<file path="src/rtl/fpu_dec.sv">
// Operand decoder for the FPU: unpacks two IEEE-754 words into sign, signed
// unbiased exponent, hidden-bit significand and one-hot class.
module fpu_dec #(
  parameter int OPERAND_WIDTH = 32,
  parameter int EXPONENT_WIDTH = 8,
  parameter int FRACTION_WIDTH = 23,
  parameter int SIGNIFICAND_WIDTH = FRACTION_WIDTH + 1,
  parameter logic [EXPONENT_WIDTH-1:0] BIASING_CONSTANT = 8'b0111_1111
) (
  input  logic                         fpu_clk,
  input  logic                         fpu_rst,
  input  logic                         fpu_dec_en_i,
  input  logic [OPERAND_WIDTH-1:0]     fpu_opa_i,
  input  logic [OPERAND_WIDTH-1:0]     fpu_opb_i,
  output logic                         fpu_dec_ready_o,
  output logic                         fpu_dec_a_sign_o,
  output logic                         fpu_dec_b_sign_o,
  output logic [EXPONENT_WIDTH:0]      fpu_dec_a_exp_o,
  output logic [EXPONENT_WIDTH:0]      fpu_dec_b_exp_o,
  output logic [SIGNIFICAND_WIDTH-1:0] fpu_dec_a_sig_o,
  output logic [SIGNIFICAND_WIDTH-1:0] fpu_dec_b_sig_o,
  output logic [4:0]                   fpu_dec_a_type_o,
  output logic [4:0]                   fpu_dec_b_type_o,
  output logic                         fpu_dec_a_snan_o,
  output logic                         fpu_dec_b_snan_o,
  output logic                         fpu_dec_a_sub_o,
  output logic                         fpu_dec_b_sub_o
);

  localparam int XW = EXPONENT_WIDTH + 1;
  localparam int SMSB = SIGNIFICAND_WIDTH - 1;

  localparam logic [4:0] TYPE_NAN  = 5'b10000;
  localparam logic [4:0] TYPE_PINF = 5'b01000;
  localparam logic [4:0] TYPE_NINF = 5'b00100;
  localparam logic [4:0] TYPE_ZERO = 5'b00010;
  localparam logic [4:0] TYPE_FIN  = 5'b00001;

  localparam logic [EXPONENT_WIDTH-1:0] EXP_FIELD_ZERO = {EXPONENT_WIDTH{1'b0}};
  localparam logic [EXPONENT_WIDTH-1:0] EXP_FIELD_MAX  = {EXPONENT_WIDTH{1'b1}};
  localparam logic [FRACTION_WIDTH-1:0] FRAC_ZERO      = {FRACTION_WIDTH{1'b0}};
  localparam logic [XW-1:0] EXP_ONE     = {{(XW-1){1'b0}}, 1'b1};
  localparam logic [XW-1:0] EXP_SUB     = EXP_ONE - {1'b0, BIASING_CONSTANT};
  localparam logic [XW-1:0] EXP_SPECIAL = {1'b0, EXP_FIELD_MAX} - {1'b0, BIASING_CONSTANT};

  typedef struct packed {
    logic                         sign;
    logic [XW-1:0]                exp;
    logic [SIGNIFICAND_WIDTH-1:0] sig;
    logic [4:0]                   typ;
    logic                         snan;
    logic                         sub;
  } opnd_t;

  localparam int OPND_W = $bits(opnd_t);

  typedef enum logic [1:0] {
    IDLE  = 2'd0,
    CLASS = 2'd1,
    NORM  = 2'd2,
    DONE  = 2'd3
  } state_t;

  function automatic opnd_t decode_op(input logic [OPERAND_WIDTH-1:0] word);
    logic [EXPONENT_WIDTH-1:0] e;
    logic [FRACTION_WIDTH-1:0] f;
    opnd_t d;
    e = word[OPERAND_WIDTH-2 -: EXPONENT_WIDTH];
    f = word[FRACTION_WIDTH-1:0];
    d = {OPND_W{1'b0}};
    d.sign = word[OPERAND_WIDTH-1];
    if (e == EXP_FIELD_ZERO) begin
      if (f == FRAC_ZERO) begin
        d.typ = TYPE_ZERO;
      end else begin
        d.typ = TYPE_FIN;
        d.sub = 1'b1;
        d.exp = EXP_SUB;
        d.sig = {1'b0, f};
      end
    end else if (e == EXP_FIELD_MAX) begin
      d.exp = EXP_SPECIAL;
      if (f == FRAC_ZERO) begin
        d.typ = word[OPERAND_WIDTH-1] ? TYPE_NINF : TYPE_PINF;
      end else begin
        d.typ  = TYPE_NAN;
        d.sig  = {1'b0, f};
        d.snan = ~f[FRACTION_WIDTH-1];
      end
    end else begin
      d.typ = TYPE_FIN;
      d.exp = {1'b0, e} - {1'b0, BIASING_CONSTANT};
      d.sig = {1'b1, f};
    end
    return d;
  endfunction

  // Only subnormals still lacking a leading one move; everything else holds.
  function automatic opnd_t norm_step(input opnd_t d);
    opnd_t r;
    r = d;
    if (d.sub && !d.sig[SMSB]) begin
      r.sig = {d.sig[SMSB-1:0], 1'b0};
      r.exp = d.exp - EXP_ONE;
    end else begin
      r = d;
    end
    return r;
  endfunction

  function automatic logic is_normalised(input opnd_t d);
    return !d.sub || d.sig[SMSB];
  endfunction

  state_t                   state_r, state_s;
  logic [OPERAND_WIDTH-1:0] raw_a_r, raw_a_s, raw_b_r, raw_b_s;
  opnd_t                    work_a_r, work_a_s, work_b_r, work_b_s;
  opnd_t                    out_a_r, out_a_s, out_b_r, out_b_s;
  logic                     ready_r, ready_s;

  // Next-state, operand capture, decode/normalise and output load.
  always_comb begin
    state_s  = state_r;
    raw_a_s  = raw_a_r;
    raw_b_s  = raw_b_r;
    work_a_s = work_a_r;
    work_b_s = work_b_r;
    out_a_s  = out_a_r;
    out_b_s  = out_b_r;
    case (state_r)
      IDLE: begin
        if (fpu_dec_en_i) begin
          raw_a_s = fpu_opa_i;
          raw_b_s = fpu_opb_i;
          state_s = CLASS;
        end else begin
          state_s = IDLE;
        end
      end
      CLASS: begin
        if (!fpu_dec_en_i) begin
          state_s = IDLE;
        end else begin
          work_a_s = decode_op(raw_a_r);
          work_b_s = decode_op(raw_b_r);
          if (work_a_s.sub || work_b_s.sub) begin
            state_s = NORM;
          end else begin
            state_s = DONE;
            out_a_s = work_a_s;
            out_b_s = work_b_s;
          end
        end
      end
      NORM: begin
        if (!fpu_dec_en_i) begin
          state_s = IDLE;
        end else begin
          work_a_s = norm_step(work_a_r);
          work_b_s = norm_step(work_b_r);
          if (is_normalised(work_a_s) && is_normalised(work_b_s)) begin
            state_s = DONE;
            out_a_s = work_a_s;
            out_b_s = work_b_s;
          end else begin
            state_s = NORM;
          end
        end
      end
      DONE: begin
        if (!fpu_dec_en_i) begin
          state_s = IDLE;
        end else begin
          state_s = DONE;
        end
      end
      default: begin
        state_s = IDLE;
      end
    endcase
    ready_s = (state_s == DONE);
  end

  // State, working and output registers; reset clears everything.
  always_ff @(posedge fpu_clk) begin
    if (fpu_rst) begin
      state_r  <= IDLE;
      raw_a_r  <= {OPERAND_WIDTH{1'b0}};
      raw_b_r  <= {OPERAND_WIDTH{1'b0}};
      work_a_r <= {OPND_W{1'b0}};
      work_b_r <= {OPND_W{1'b0}};
      out_a_r  <= {OPND_W{1'b0}};
      out_b_r  <= {OPND_W{1'b0}};
      ready_r  <= 1'b0;
    end else begin
      state_r  <= state_s;
      raw_a_r  <= raw_a_s;
      raw_b_r  <= raw_b_s;
      work_a_r <= work_a_s;
      work_b_r <= work_b_s;
      out_a_r  <= out_a_s;
      out_b_r  <= out_b_s;
      ready_r  <= ready_s;
    end
  end

  assign fpu_dec_ready_o  = ready_r;
  assign fpu_dec_a_sign_o = out_a_r.sign;
  assign fpu_dec_b_sign_o = out_b_r.sign;
  assign fpu_dec_a_exp_o  = out_a_r.exp;
  assign fpu_dec_b_exp_o  = out_b_r.exp;
  assign fpu_dec_a_sig_o  = out_a_r.sig;
  assign fpu_dec_b_sig_o  = out_b_r.sig;
  assign fpu_dec_a_type_o = out_a_r.typ;
  assign fpu_dec_b_type_o = out_b_r.typ;
  assign fpu_dec_a_snan_o = out_a_r.snan;
  assign fpu_dec_b_snan_o = out_b_r.snan;
  assign fpu_dec_a_sub_o  = out_a_r.sub;
  assign fpu_dec_b_sub_o  = out_b_r.sub;

endmodule

</file>
<file path="config.mk">
export PLATFORM = sky130hd
export DESIGN_NAME = fpu_dec
export DESIGN_NICKNAME = d
export VERILOG_FILES = /design/src/rtl/fpu_dec.sv
export SDC_FILE = /design/constraint.sdc
export NUM_CORES = 1
export LEC_CHECK = 0
export CAP_MARGIN = 25
export CORE_MARGIN = 4
export CORE_UTILIZATION = 50
export CTS_BUF_LIST = sky130_fd_sc_hd__clkbuf_16
export DETAILED_ROUTE_END_ITERATION = 12
export GPL_ROUTABILITY_DRIVEN = 0
export MAX_ROUTING_LAYER = met4
export PLACE_DENSITY_LB_ADDON = 0.25
export SLEW_MARGIN = 15
export SYNTH_ARGS = -nofsm -noshare
export SYNTH_HDL_FRONTEND = slang
export SYNTH_SLANG_ARGS = --single-unit
</file>
<file path="constraint.sdc">
create_clock -name fpu_clk -period 5.2 [get_ports fpu_clk]
set_clock_uncertainty 0.15 [all_clocks]
set_input_delay 1.04 -clock fpu_clk [delete_from_list [all_inputs] [get_ports fpu_clk]]
set_output_delay 1.04 -clock fpu_clk [all_outputs]
set_load 0.01 [all_outputs]
</file>
==> results.toml <==
[routing]
dr_total_vias = 9508
wl_met2_mm = 12.7
avgViaCountPerCell = 5.47
wl_mm = 27.1
drtIter0Drc = 724
route.detailed.drc = 0
met1Wirelength_mm = 12.2
ant_nets = 0
top_layer = "met4"
firstDrtPassIters = 6
wl_met3_mm = 1.81
wl_per_cell_um = 15.6

[logic_synthesis]
syn_area_um2 = 10100
syn_nets = 1443
synth_top_flop_cell = "dfxtp_1"
synthCells = 1370
yosys_warnings = 0
synth.distinct_cells = 52
synth_seq_cells = 231
synth_area_per_cell_um2 = 7.38
synthArstFlopShare = 0
ys_seq_area_frac = 0.457
synth_edf_count = 0

[placed_design]
numPortBuffers = 149
dp_cells = 1693
dpl.hpwl_mm = 17.9

[timing]
slew_headroom = 0.380
fmax_mhz = 301
finalHoldViolations = 0
finalSetupTns_ns = 0
rsz0062_at_grt = "no"
final-max-slew-violation-count = 0
setup-violations-final = 0
post-route-min-period_ns = 3.32
fin_crit_sh = 0.638
worst_pin_slew_ns = 0.925

[grt]
grt.total_usage = 0.240
grt_pass1_wl_mm = 43.8
grt-ovfl-total = 0
grt_pass1_vias = 8655
antenna_found_initial = 0
grt_max_degree = 102

[layout]
n_fill_cell = 1799
instances_no_fill = 1738
syn_to_final_growth_pct = 24.4
multi_input_area_um2 = 5020
drive_gt1_frac = 0.0516
num_antenna_cells = 0
ff_latch_area_um2 = 4620
final_common_cell = "nand2_1"
fin_nets = 1529
final_cell_mix = "446 x nand2_1, 231 x dfxtp_1, 184 x a21oi_1"

[pwr]
peakVddDrop_v = 0.000217
power.density_nw_per_um2 = 356
p_leak_nw = 4.25

[setup_path]
path_class = "primary input to register"
regToRegSetupSlack_ns = 1.97
crit_required_ns = 5.49
crit_path_end_kind = "register"
cp_max_fo = 45
critPathArrivalTime_ns = 3.61
start_kind = "primary input"

[run]
maxCapViolCount = 0

[die]
die_w_um = 150
std_cell_rows = 51
core_um2 = 19700
ios = 150
initial_core_util = 0.515
fp.dieH_um = 150
dieArea_um2 = 22600

[clock_network]
cts-hold-fix-buffers = 0
clkTransAtPathRegs_ns = 0.06
clk_path_buf_depth = 3
cts_buffers = 24
clockRootBuffer = "clkbuf_16"
cts_tree = "done"
clock_latency_ns = 0.51
cts_setup_buffers = 0
cts_max_level = 1
cts.sinks = 231
cts_resized = 0

[worst_hold_path]
hp-class = "register to register"

[outcome]
outcome = "finished clean"
-- flip-flops by register name (all words and copies together) (netlist names) --
signal,flops
fpu_dec_a_exp_o,9
fpu_dec_a_sig_o,24
fpu_dec_a_sign_o,1
fpu_dec_a_snan_o,1
fpu_dec_a_sub_o,1
fpu_dec_a_type_o,5
fpu_dec_b_exp_o,9
fpu_dec_b_sig_o,24
fpu_dec_b_sign_o,1
fpu_dec_b_snan_o,1
fpu_dec_b_sub_o,1
fpu_dec_b_type_o,5
fpu_dec_ready_o,1
raw_a_r,32
raw_b_r,32
state_r,2
work_a_r,41
work_b_r,41
-- synth_stat cells, drive strengths merged, types with 2 or more instances --
cell type	number	share of area
a32oi	2	0.0017
ha	6	0.0074
o22ai	5	0.0037
dfxtp	231	0.46
a311oi	7	0.0061
xor2	13	0.011
o211ai	2	0.0015
xnor2	11	0.0095
or4	2	0.0015
o31a	2	0.0017
nor4	18	0.014
and3b	2	0.0017
a211oi	34	0.030
nor3	29	0.014
a21oi	184	0.091
mux2i	6	0.0059
and2	2	0.0012
o21ai	8	0.0040
nor2	140	0.052
nor2b	5	0.0031
o21a	2	0.0015
buf	32	0.019
nand3	8	0.0040
a221oi	2	0.0017
o22a	2	0.0017
and3	7	0.0043
nand4	12	0.0074
nand2	446	0.17
nand2b	5	0.0031
or3	3	0.0019
nand4bb	2	0.0022
inv	9	0.0033
a31oi	44	0.027
clkbuf	75	0.028
-- final cells by class --
cell class | count | share of cell area
clock inverter | 18 | 0.0224
sequential | 231 | 0.368
inverter | 9 | 0.00269
timing repair buffer | 167 | 0.133
clock buffer | 25 | 0.0497
tap | 265 | 0.0264
multi-input combinational | 1023 | 0.399
-- final timing paths --
path	depth (start not counted)	end	start
worst min register to register	2	fpu_dec_a_sig_o[3]	fpu_dec_a_sig_o[3]
worst min-delay path	2	fpu_dec_a_sig_o[3]	fpu_dec_a_sig_o[3]
worst max-delay path	6	fpu_dec_b_sig_o[22]	fpu_dec_en_i
worst max register to register	7	fpu_dec_a_type_o[1]	state_r[1]
-- report_power, final --
group	internal [mW]	switching [mW]
clock network	1.26	0.695
logic	0.243	0.341
registers	1.86	0.0778
total	3.36	1.11
-- cells by family (layout without fill, tap and decap cells) --
| kind of cell | after synthesis | in the layout | synth area share |
|---|---|---|---|
| and+or+nand+nor | 686 | 686 | 0.281 |
| DFF | 231 | 231 | 0.457 |
| xor gates and xnor gates | 24 | 24 | 0.0208 |
| AOI/OAI and AO/OA | 301 | 301 | 0.178 |
| adders and majority gates | 6 | 6 | 0.00742 |
| muxes | 6 | 6 | 0.00594 |
| buffers and inverters | 116 | 219 | 0.0499 |
-- worst max-delay path, cell delays in order --
cell and delay (ns):
clkdlybuf4s50_1 0.62, o21a_2 0.58, and4_4 0.73, buf_4 0.37, nand2_1 0.09, a21oi_1 0.15
-- per-stage QoR --
| stage | setup WS, ns | hold slack, ns | util | power, mW | area [µm²] |
|---|---|---|---|---|---|
| after CTS | 1.91 | 0.306 | 0.639 | 4.50 | 12600 |
| after detailed placement | 1.41 | 0.298 | 0.592 | 2.55 | 11600 |
| after global routing | 1.70 | 0.316 | 0.640 | 4.65 | 12600 |
| final | 1.88 | 0.302 | 0.640 | 4.48 | 12600 |
| after global placement | 1.46 | 0.288 | 0.592 | 2.54 | 11600 |
| after floorplan | 2.93 | 0.282 | - | 2.33 | 10100 |
-- routing by layer --
metal,vias to the layer above,GRT usage
li1,4782,-
met1,4375,0.330
met2,320,0.380
met3,31,0.0376
met4,0,0.0453
met5,-,-
(Power assumes the default switching activity.)
